## src/rtl/regfile_param.sv

```systemverilog
// Parametrised register file with pending-result scoreboard,
// optional write-to-read bypass and optional hard-wired zero register.
module regfile_param #(
    parameter int DATA_W   = 8,
    parameter int NREGS    = 8,
    parameter int ADDR_W   = $clog2(NREGS),
    parameter int OVER_REG = NREGS - 1,
    parameter bit BYPASS   = 1'b1,
    parameter bit R0_ZERO  = 1'b0
) (
    input  logic                    clk,
    input  logic                    rst,
    input  logic [ADDR_W-1:0]       rs1_i,
    input  logic [ADDR_W-1:0]       rs2_i,
    input  logic [ADDR_W-1:0]       rd_i,
    output logic [DATA_W-1:0]       data1_o,
    output logic [DATA_W-1:0]       data2_o,
    output logic [DATA_W-1:0]       dataD_o,
    output logic                    busy1_o,
    output logic                    busy2_o,
    output logic                    busyD_o,
    input  logic                    we_i,
    input  logic [ADDR_W-1:0]       waddr_i,
    input  logic [DATA_W-1:0]       wdata_i,
    input  logic                    over_we_i,
    input  logic [DATA_W-1:0]       over_i,
    input  logic                    issue_i,
    input  logic [ADDR_W-1:0]       issue_addr_i,
    output logic [NREGS*DATA_W-1:0] regs_o
);

    localparam logic [ADDR_W-1:0] LP_OVER = ADDR_W'(OVER_REG);
    localparam logic [ADDR_W-1:0] LP_ZERO = '0;

    logic [DATA_W-1:0] r_regs [NREGS];
    logic [NREGS-1:0]  r_busy;
    logic              w_wr_main;
    logic              w_wr_over;

    assign w_wr_main = we_i && !(R0_ZERO && (waddr_i == LP_ZERO));
    assign w_wr_over = we_i && over_we_i
                     && !(R0_ZERO && (LP_OVER == LP_ZERO));

    always_ff @(posedge clk or posedge rst) begin
        if (rst) begin
            for (int k = 0; k < NREGS; k++) begin
                r_regs[k] <= '0;
            end
            r_busy <= '0;
        end else begin
            for (int k = 0; k < NREGS; k++) begin
                if (w_wr_over && (LP_OVER == ADDR_W'(k))) begin
                    r_regs[k] <= over_i;
                end else if (w_wr_main && (waddr_i == ADDR_W'(k))) begin
                    r_regs[k] <= wdata_i;
                end
            end
            // Issue beats clear: a new producer is already in flight.
            for (int k = 0; k < NREGS; k++) begin
                if (R0_ZERO && (k == 0)) begin
                    r_busy[k] <= 1'b0;
                end else if (issue_i && (issue_addr_i == ADDR_W'(k))) begin
                    r_busy[k] <= 1'b1;
                end else if (we_i && (waddr_i == ADDR_W'(k))) begin
                    r_busy[k] <= 1'b0;
                end
            end
        end
    end

    function automatic logic [DATA_W-1:0] f_read(
        input logic [ADDR_W-1:0] a
    );
        logic [DATA_W-1:0] v;
        if (R0_ZERO && (a == LP_ZERO)) begin
            v = '0;
        end else if (BYPASS && w_wr_over && (a == LP_OVER)) begin
            v = over_i;
        end else if (BYPASS && w_wr_main && (a == waddr_i)) begin
            v = wdata_i;
        end else begin
            v = r_regs[a];
        end
        return v;
    endfunction

    always_comb begin
        data1_o = f_read(rs1_i);
        data2_o = f_read(rs2_i);
        dataD_o = f_read(rd_i);
    end

    assign busy1_o = r_busy[rs1_i];
    assign busy2_o = r_busy[rs2_i];
    assign busyD_o = r_busy[rd_i];

    always_comb begin
        regs_o = '0;
        for (int k = 0; k < NREGS; k++) begin
            regs_o[k*DATA_W +: DATA_W] = r_regs[k];
        end
    end

endmodule

```

## config.mk

```make
export PLATFORM = sky130hd
export DESIGN_NAME = regfile_param
export DESIGN_NICKNAME = d
export VERILOG_FILES = /design/src/rtl/regfile_param.sv
export SDC_FILE = /design/constraint.sdc
export NUM_CORES = 1
export LEC_CHECK = 0
export ABC_CLOCK_PERIOD_IN_PS = 5700
export CAP_MARGIN = 10
export CORE_MARGIN = 5
export CORE_UTILIZATION = 40
export CTS_CLUSTER_SIZE = 10
export DETAILED_ROUTE_END_ITERATION = 6
export MAX_ROUTING_LAYER = met4
export PLACE_DENSITY_LB_ADDON = 0.15
export SETUP_SLACK_MARGIN = 0.05
export SLEW_MARGIN = 20
export SYNTH_ARGS = -nofsm -noshare
export SYNTH_HDL_FRONTEND = slang
export SYNTH_SLANG_ARGS = --single-unit
export TNS_END_PERCENT = 20
```

## constraint.sdc

```tcl
create_clock -name clk -period 5.7 [get_ports clk]
set_clock_uncertainty 0.05 [all_clocks]
set_input_delay 0.57 -clock clk [delete_from_list [all_inputs] [get_ports clk]]
set_output_delay 0.57 -clock clk [all_outputs]
set_load 0.02 [all_outputs]
```

# Word level (Yosys, flattened, before mapping)
# Index checks and enable logic that the tools add are counted.
# op_classes
mux	39
eq_ne	20
magnitude_cmp	6
reduce_logical	34
bitwise	3
# op_table
cell	n
8-bit 2-to-1 mux	14
8-bit binary-select mux with 3-bit select	3
3-bit == test, second input constant	11
1-bit logical AND	23
1-bit 2-to-1 mux	19
2-bit nonzero test	9
3-bit by 2-bit == test with 1-bit output, second input constant	4
4-bit greater-or-equal comparator, second input constant	3
3-bit by 4-bit < comparator with 1-bit output, second input constant	3
3-bit NOT with 4-bit output	3
1-bit binary-select mux with 3-bit select	3
3-bit == test	3
3-bit by 1-bit == test with 1-bit output, second input constant	2
3-bit logical NOT	2
# totals
ff_bits	72

# Longest topological paths before layout
# Gate-level depths: netlist of the first run.
# logic_depth
word_depth	6
mapped_depth	6

# Least setup slack after synthesis of the first run
# Ideal clock, no wire load.
# synth_path
path_kind	input to output
startpoint	in over_we_i
endpoint	out data2_o[5]
path_stages	6
setup_slack_ns	3.071
n_path_buf	2
required_ns	5.080
arrival_ns	2.009
path_cell_list	and2_1 > clkbuf_1 > and4_1 > buf_2 > nor2_1 > a221oi_1
# synth_between
elab_chain_len	3
# synth_lines
item	line	text
start: declaration	25	input logic over_we_i,
1-bit logical AND	41	assign w_wr_over = we_i && over_we_i
1-bit logical AND	77	end else if (BYPASS && w_wr_over && (a == LP_OVER)) begin
8-bit 2-to-1 mux	77	
end: declaration	17	output logic [DATA_W-1:0] data2_o,
# Every way passes these cells.

# Worst setup path in the final report of the first run
# layout_path
startpoint	in rs1_i[1]
endpoint	out data1_o[7]
# layout_between
elab_chain_len	6
# layout_lines
item	line	text
start: declaration	13	input logic [ADDR_W-1:0] rs1_i,
3-bit NOT with 4-bit output (implied by the code)	82	v = r_regs[a];
8-bit binary-select mux with 3-bit select	82	
8-bit 2-to-1 mux (implied by the code) (2 in series)	82	
8-bit 2-to-1 mux	79	end else if (BYPASS && w_wr_main && (a == waddr_i)) begin
8-bit 2-to-1 mux (*)	77	
end: declaration	16	output logic [DATA_W-1:0] data1_o,
# Every way passes the cells marked *; elsewhere a longest branch is shown, timed or not. The select of a mux whose other input is x is not followed.

==> results.json, run 1 <==
{
  "yosysUniqueCellTypes": 31,
  "syn_nets": 446,
  "slew_viol_final": 0,
  "clk-insertion-delay-late_ns": 0.34,
  "cp.required_ns": 5.08,
  "postCtsSetupRepairBufs": 0,
  "diodes": 0,
  "cts.reportedPaths.clkPinSlew_ns": 0.06,
  "dr.pass1.iters": 5,
  "grt.overflow.total": 0,
  "root_buffer": "clkbuf_16",
  "cts_tree": "built",
  "syn-instance-count": 410,
  "max_cap_viol_count": 0,
  "min_period_over_period_pct": 77.0,
  "die_area_um2": 14600,
  "final_core_util_pct": 55.4,
  "vias_per_cell": 6.31,
  "ys_top_cells_by_count": "72 x dfrtp_1, 54 x nand2_1, 45 x mux4_2",
  "cts_made_buffers": 9,
  "place.port_buffers": 126,
  "synthTopCellsByArea": "dfrtp_1 37%, mux4_2 21%, mux2_2 8.9%",
  "grt_pass1_wl_um": 26500,
  "die_w_um": 121,
  "finalHoldViolations": 0,
  "routed_wl_um": 17400,
  "power_frac_comb_pct": 40.1,
  "max-vdd-ir-drop_v": 0.000177,
  "ff2ff_path_depth": 2,
  "swShare_pct": 34.3,
  "synthFlopType": "dfrtp_1",
  "outcome": "finished, final reports clean",
  "final_nets": 566,
  "total_power_uw": 2370,
  "synth_most_common_cell": "dfrtp_1",
  "fin_tns_setup_ns": 0,
  "switchingPower_uw": 812,
  "synthSimpleGateAreaFrac_pct": 9.84,
  "synth-compound-area-share_pct": 9.51,
  "gp_congestion": 0.873,
  "grt_max_degree": 73,
  "drive_above_1_share_pct": 22.1,
  "start_util_pct": 41.0,
  "setup_viol": 0,
  "ys_warn_count": 0,
  "cts_resized": 0,
  "grt_pass1_vias": 4498,
  "synth_top_area_share_pct": 36.6,
  "dpl.hpwl_um": 12000,
  "ios": 127,
  "pwr-share-clk_pct": 28.1,
  "relSlewSlack_pct": 30.9,
  "drt-initial-drc-count": 412,
  "core_um2": 12000,
  "hp-class": "flip-flop to flip-flop",
  "rrSetupSlack_ns": 4.79,
  "power_frac_seq_pct": 31.8,
  "cts_hold_buf": 0,
  "track_usage_pct": 24.7,
  "crit_path_max_fanout": 16,
  "area_growth_pct": 35.2,
  "rr_startpoint": "regs_o[57]",
  "via_count": 4302,
  "synth-adder-area-share_pct": 0,
  "cts.sinks": 72,
  "finalInstanceArea_um2": 6650,
  "place_area_um2": 6310,
  "htreeDepth": 3,
  "synth-seq-cells": 72,
  "cp.arrival_ns": 3.77,
  "synth-seq-area-share_pct": 36.6,
  "muxShareOfSynthArea_pct": 38.4,
  "internal_power_uw": 1550,
  "worstSetupPathType": "input port to output pin",
  "worstMarginPinSlew_ns": 1.03,
  "syn_area_um2": 4920,
  "die-height_um": 121,
  "crit_path_end_kind": "output pin",
  "cts-root-to-sink-buffers": 2,
  "synth-xor-area-share_pct": 1.60,
  "crit_start": "rs1_i[1]",
  "synth_top_family_by_area": "multiplexers",
  "worst_setup_path_start_kind": "input port",
  "pwr_density_cell_nw_per_um2": 356,
  "avgSynthCellArea_um2": 12.0,
  "wl_per_cell_um": 25.4,
  "clock.fmax_mhz": 228,
  "antenna_found_initial": 0,
  "crit_end": "data1_o[7]",
  "drc_errors": 0,
  "power_leakage_uw": 0.00266,
  "ant_nets": 0,
  "synth_top_cell_by_area": "dfrtp_1",
  "finalCriticalPeriod_ns": 4.39,
  "ys_async_sr_fraction_pct": 100,
  "rsz0062_at_grt": "no",
  "worstReg2RegEnd": "regs_o[57]",
  "hold_ws_ns": 0.507,
  "rows": 40,
  "synth_edf_count": 0
}
cells by family (layout without fill, tap and decap cells):
logic type / after synthesis / in the layout
AO/OA/AOI/OAI: 72 / 72
AND/OR/NAND/NOR: 101 / 101
flip-flops: 72 / 72
XOR/XNOR: 9 / 9
buffers and inverters: 43 / 168
multiplexers: 113 / 113
layer usage:
metal | GRT usage, % | wire [um] | up-vias
li1 | - | - | 1844
met1 | 33.3 | 7280 | 2189
met2 | 37.2 | 8200 | 238
met3 | 4.29 | 1370 | 31
met4 | 10.1 | 506 | 0
met5 | - | 0 | -
cell type report:
cell class,count,area (um^2)
Sequential cell,72,1800
Clock inverter,7,119
Inverter,14,52.6
Fill cell,1038,5360
Multi-Input combinational cell,295,2920
Clock buffer,9,225
Tap cell,147,184
Timing Repair Buffer,138,1350
power groups by stage:
stage / Sequential, uW / Combinational [uW] / Clock, uW
2_1_floorplan: 822 / 438 / 0
3_3_place_gp: 752 / 941 / 0
5_1_grt: 772 / 1000 / 687
4_1_cts: 749 / 955 / 666
3_5_place_dp: 756 / 949 / 0
6_report: 753 / 950 / 664
placed cells by master (no fill, tap or decap), drive strengths merged, types with 12 or more instances in the layout:
cell and instances:
o221ai 12, mux2 39, nor2 19, buf 12
inv 15, clkdlybuf4s50 126, mux2i 20, mux4 54
o21ai 36, nand2 54, dfrtp 72
critical path, cell delays in order:
cell and delay, ns:
clkdlybuf4s50_1 1.10, nand4_1 0.49, and2_1 0.41, a221oi_1 0.49, clkdlybuf4s50_1 0.69
flip-flops by register name, summed over array words and instances (netlist names):
signal,count
r_busy,8
regs_o,64
per-stage QoR:
step	worst slack (ns)	instances
global route	1.20	682
finish	1.31	682
detailed placement	1.39	666
floorplan	3.07	410
global placement	1.46	666
CTS	1.36	682
worst min path at each step:
stage                           from    endpoint  slack (ns)  cells past startpoint
after floorplan            r_busy[6]   r_busy[6]        0.43                      2
after global routing       r_busy[0]   r_busy[0]        0.53                      2
after global placement     r_busy[7]   r_busy[7]        0.47                      2
after detailed placement   r_busy[3]   r_busy[3]        0.48                      2
after CTS                  r_busy[7]   r_busy[7]        0.50                      2
final                     regs_o[42]  regs_o[42]        0.51                      2
Note: power is estimated with default switching activity, not from simulation.
==> run 2: changes to the inputs <==
- ABC_CLOCK_PERIOD_IN_PS: 5700 -> 3800
- clock period: 5.7 -> 3.8 ns (I/O delays scaled with it)
==> results.json, run 2 (synthesis gave the netlist of run 1 again) <==
{
  "min_period_over_period_pct": 91.9,
  "cts_made_buffers": 9,
  "die_area_um2": 14600,
  "switchingPower_uw": 1180,
  "cts.reportedPaths.clkPinSlew_ns": 0.06,
  "cts_hold_buf": 0,
  "max-vdd-ir-drop_v": 0.000284,
  "diodes": 0,
  "cts_tree": "built",
  "cp_num_cells": 6,
  "cp.required_ns": 3.37,
  "cpMostUsedCell": "clkdlybuf4s50_1",
  "path_cells": "clkdlybuf4s50_1 -> xnor2_1 -> nand4_1 -> and2_1 -> a221oi_1 -> clkdlybuf4s50_1",
  "start_util_pct": 41.0,
  "crit_family": "buffers and inverters",
  "cpPeakStageDelay_ns": 0.77,
  "final_core_util_pct": 56.1,
  "dpl.hpwl_um": 12200,
  "cts.sinks": 72,
  "outcome": "finished, final reports clean",
  "swShare_pct": 35.3,
  "root_buffer": "clkbuf_16",
  "die_w_um": 121,
  "timing.critical_path.buf_inv": 2,
  "rows": 40,
  "antenna_found_initial": 0,
  "gp_congestion": 0.882,
  "worstMarginPinSlew_ns": 0.977,
  "finalInstanceArea_um2": 6740,
  "pwr-share-clk_pct": 23.9,
  "postCtsSetupRepairBufs": 0,
  "slew_viol_final": 0,
  "pwr_density_cell_nw_per_um2": 498,
  "cts_resized": 0,
  "via_count": 4323,
  "setup_viol": 0,
  "internal_power_uw": 2170,
  "cp.arrival_ns": 3.06,
  "drive_above_1_share_pct": 24.4,
  "drt-initial-drc-count": 504,
  "die-height_um": 121,
  "rsz0062_at_grt": "no",
  "grt_pass1_wl_um": 26000,
  "power_frac_seq_pct": 33.5,
  "largest_reg_flops": 64,
  "wl_per_cell_um": 24.2,
  "total_power_uw": 3360,
  "grt_pass1_vias": 4368,
  "hold_ws_ns": 0.402,
  "finalHoldViolations": 0,
  "power_leakage_uw": 0.00273,
  "finalCriticalPeriod_ns": 3.49,
  "final_common_cell": "clkdlybuf4s50_1",
  "area_growth_pct": 37.0,
  "worst_setup_path_start_kind": "input port",
  "cpMaxStageDelayCell": "clkdlybuf4s50_1",
  "clk-insertion-delay-late_ns": 0.33,
  "ant_nets": 0,
  "final_cell_mix": "126 x clkdlybuf4s50_1, 72 x dfrtp_1, 54 x nand2_1",
  "max_cap_viol_count": 0,
  "ff2ff_path_depth": 1,
  "rr_startpoint": "regs_o[20]",
  "rrSetupSlack_ns": 2.90,
  "ios": 127,
  "vias_per_cell": 6.18,
  "fin_tns_setup_ns": 0,
  "crit_path_end_kind": "output pin",
  "worstReg2RegEnd": "regs_o[20]",
  "htreeDepth": 3,
  "power_frac_comb_pct": 42.6,
  "hp-class": "input port to asynchronous set/reset pin",
  "relSlewSlack_pct": 34.5,
  "routed_wl_um": 17000,
  "crit_path_max_fanout": 11,
  "cts-root-to-sink-buffers": 2,
  "grt_max_degree": 30,
  "final_nets": 585,
  "place_area_um2": 6460,
  "dr.pass1.iters": 7,
  "drc_errors": 0,
  "core_um2": 12000,
  "track_usage_pct": 24.4,
  "clock.fmax_mhz": 286,
  "grt.overflow.total": 0,
  "worstSetupPathType": "input port to output pin",
  "place.port_buffers": 126
}
==> run 2: cell types whose count changed in the layout (fill, tap and decap cells not counted) <==
cell / change
buf_4: +18
bufinv_16: -3
clkbuf_8: +2
buf_12: +1
clkbuf_1: +1
clkinv_2: +1
clkinvlp_4: -1
inv_6: -1
==> run 2: worst max path at each step <==
| stage | startpoint | slack (ns) | to |
|---|---|---|---|
| 2_1_floorplan | rst | 1.55 | r_busy[0] |
| 3_3_place_gp | waddr_i[1] | 0.42 | data1_o[0] |
| 3_5_place_dp | waddr_i[1] | 0.37 | data1_o[0] |
| 4_1_cts | waddr_i[1] | 0.34 | data1_o[0] |
| 5_1_grt | waddr_i[1] | 0.16 | data1_o[0] |
| 6_report | waddr_i[1] | 0.31 | data1_o[0] |
==> run 2: layout make-up <==
cell class | count | area [um^2]
Multi-Input combinational cell | 295 | 2920
Inverter | 14 | 52.6
Sequential cell | 72 | 1800
Clock inverter | 3 | 17.5
Clock buffer | 12 | 256
Tap cell | 147 | 184
Timing Repair Buffer | 157 | 1510
Fill cell | 1065 | 5270
==> run 2: routing by layer <==
metal  up-vias  wire length (um)  track usage [%]
li1       1880                 -                -
met4         0               476             9.35
met5         -                 0                -
met2       251              8030             36.6
met1      2151              6900             32.2
met3        41              1550             5.87
==> run 2: per-stage QoR <==
stage          setup WS, ns  std cells
2_1_floorplan          1.55        410
5_1_grt               0.156        700
6_report              0.308        700
3_3_place_gp          0.424        685
4_1_cts               0.339        700
3_5_place_dp          0.366        685
==> run 2: power by group through the flow <==
stage	Clock (uW)	Combinational (uW)	Sequential, uW
floorplan	0	656	1230
global placement	0	1420	1120
detailed placement	0	1440	1130
CTS	805	1440	1120
global route	841	1510	1160
finish	801	1430	1130
==> run 3: changes to the inputs <==
- RECOVER_POWER: not set -> 25
==> results.json, run 3 (synthesis gave the netlist of run 1 again) <==
{
  "outcome": "finished, final reports clean",
  "finalHoldViolations": 0,
  "start_util_pct": 41.0,
  "power_frac_comb_pct": 42.7,
  "clk-insertion-delay-late_ns": 0.33,
  "diodes": 0,
  "final_cell_mix": "125 x clkdlybuf4s50_1, 72 x dfrtp_1, 54 x nand2_1",
  "cts_made_buffers": 9,
  "seqCellArea_um2": 1800,
  "final_common_cell": "clkdlybuf4s50_1",
  "die-height_um": 121,
  "place.port_buffers": 126,
  "grt_pass1_vias": 4368,
  "grt_pass1_wl_um": 26000,
  "final_cells": 700,
  "rows": 40,
  "cts.reportedPaths.clkPinSlew_ns": 0.06,
  "die_w_um": 121,
  "largest_reg_flops": 64,
  "switchingPower_uw": 1180,
  "hp-class": "flip-flop to flip-flop",
  "drive_above_1_share_pct": 23.9,
  "routed_wl_um": 17000,
  "crit_path_max_fanout": 11,
  "worstMarginPinSlew_ns": 1.35,
  "postCtsSetupRepairBufs": 0,
  "cts_resized": 0,
  "drc_errors": 0,
  "hold-path-endpoint": "r_busy[3]",
  "holdCritStartpoint": "r_busy[3]",
  "max-vdd-ir-drop_v": 0.000283,
  "clock.fmax_mhz": 287,
  "swShare_pct": 35.2,
  "pwr-share-clk_pct": 23.8,
  "setup_viol": 0,
  "cpMostUsedCell": "clkdlybuf4s50_1",
  "fillers": 1066,
  "antenna_found_initial": 0,
  "area_growth_pct": 36.8,
  "internal_power_uw": 2170,
  "ant_nets": 0,
  "cpMaxStageDelayCell": "clkdlybuf4s50_1",
  "pwr_density_cell_nw_per_um2": 498,
  "ios": 127,
  "dp.cells": 685,
  "vias_per_cell": 6.18,
  "power_frac_seq_pct": 33.6,
  "min_period_over_period_pct": 91.7,
  "cts-root-to-sink-buffers": 2,
  "cpPeakStageDelay_ns": 0.77,
  "core_um2": 12000,
  "htreeDepth": 3,
  "drt-initial-drc-count": 473,
  "final_nets": 585,
  "path_cells": "clkdlybuf4s50_1 -> xnor2_1 -> nand4_1 -> and2_1 -> a221oi_1 -> clkdlybuf4s50_1",
  "finalCriticalPeriod_ns": 3.48,
  "slew_viol_final": 0,
  "cts_tree": "built",
  "die_area_um2": 14600,
  "power_leakage_uw": 0.00273,
  "cts.sinks": 72,
  "rsz0062_at_grt": "no",
  "holdPathStages": 2,
  "track_usage_pct": 24.4,
  "crit_path_end_kind": "output pin",
  "rr_startpoint": "regs_o[20]",
  "dr.pass1.iters": 6,
  "rrSetupSlack_ns": 2.91,
  "gp_congestion": 0.882,
  "worst_setup_path_start_kind": "input port",
  "via_count": 4328,
  "cp.arrival_ns": 3.05,
  "root_buffer": "clkbuf_16",
  "ff2ff_path_depth": 1,
  "worstSetupPathType": "input port to output pin",
  "fin_tns_setup_ns": 0,
  "multi_input_area_um2": 2920,
  "worstReg2RegEnd": "regs_o[20]",
  "grt.overflow.total": 0,
  "dpl.hpwl_um": 12200,
  "max_cap_viol_count": 0,
  "relSlewSlack_pct": 9.87,
  "cts_hold_buf": 0,
  "wl_per_cell_um": 24.3,
  "grt_max_degree": 30,
  "cp.required_ns": 3.37
}
run 3: layer usage:
| metal | vias up | part of all wire, % | GRT usage, % |
|---|---|---|---|
| li1 | 1877 | - | - |
| met4 | 0 | 2.8 | 9.35 |
| met3 | 40 | 8.3 | 5.87 |
| met2 | 235 | 47 | 36.6 |
| met5 | - | 0 | - |
| met1 | 2176 | 41 | 32.2 |
run 3: how the worst max path moves through the flow:
| stage | depth (start not counted) | slack [ns] | endpoint | start |
|---|---|---|---|---|
| 3_3_place_gp | 6 | 0.42 | data1_o[0] | waddr_i[1] |
| 4_1_cts | 6 | 0.34 | data1_o[0] | waddr_i[1] |
| 5_1_grt | 6 | 0.16 | data1_o[0] | waddr_i[1] |
| 2_1_floorplan | 1 | 1.55 | r_busy[0] | rst |
| 3_5_place_dp | 6 | 0.37 | data1_o[0] | waddr_i[1] |
| 6_report | 6 | 0.32 | data1_o[0] | waddr_i[1] |
run 3: area by class of cell:
cell class / count / area share [%]
Sequential cell: 72 / 26.8
Tap cell: 147 / 2.73
Timing Repair Buffer: 157 / 22.3
Multi-Input combinational cell: 295 / 43.4
Clock inverter: 3 / 0.260
Clock buffer: 12 / 3.81
Inverter: 14 / 0.781
run 3: worst max-delay path: cells and delay by family:
kind | cells | cell delay (ns)
AND/OR/NAND/NOR | 2 | 0.54
buffers and inverters | 2 | 1.48
XOR/XNOR | 1 | 0.18
AO/OA/AOI/OAI | 1 | 0.48
run 3: through the flow:
stage	utilization, %	setup slack [ns]	hold slack [ns]	power [uW]	instance area [um^2]
4_1_cts	56.1	0.339	0.426	3370	6740
3_5_place_dp	53.8	0.366	0.470	2570	6460
5_1_grt	56.0	0.156	0.528	3500	6730
3_3_place_gp	53.8	0.424	0.458	2540	6460
6_report	56.0	0.316	0.488	3350	6730
2_1_floorplan	-	1.55	0.427	1890	4920
run 3: power groups by stage:
| stage | Sequential (uW) | Combinational (uW) | Clock [uW] |
|---|---|---|---|
| floorplan | 1230 | 656 | 0 |
| global placement | 1120 | 1420 | 0 |
| detailed placement | 1130 | 1440 | 0 |
| CTS | 1120 | 1440 | 805 |
| global route | 1160 | 1510 | 841 |
| finish | 1130 | 1430 | 797 |
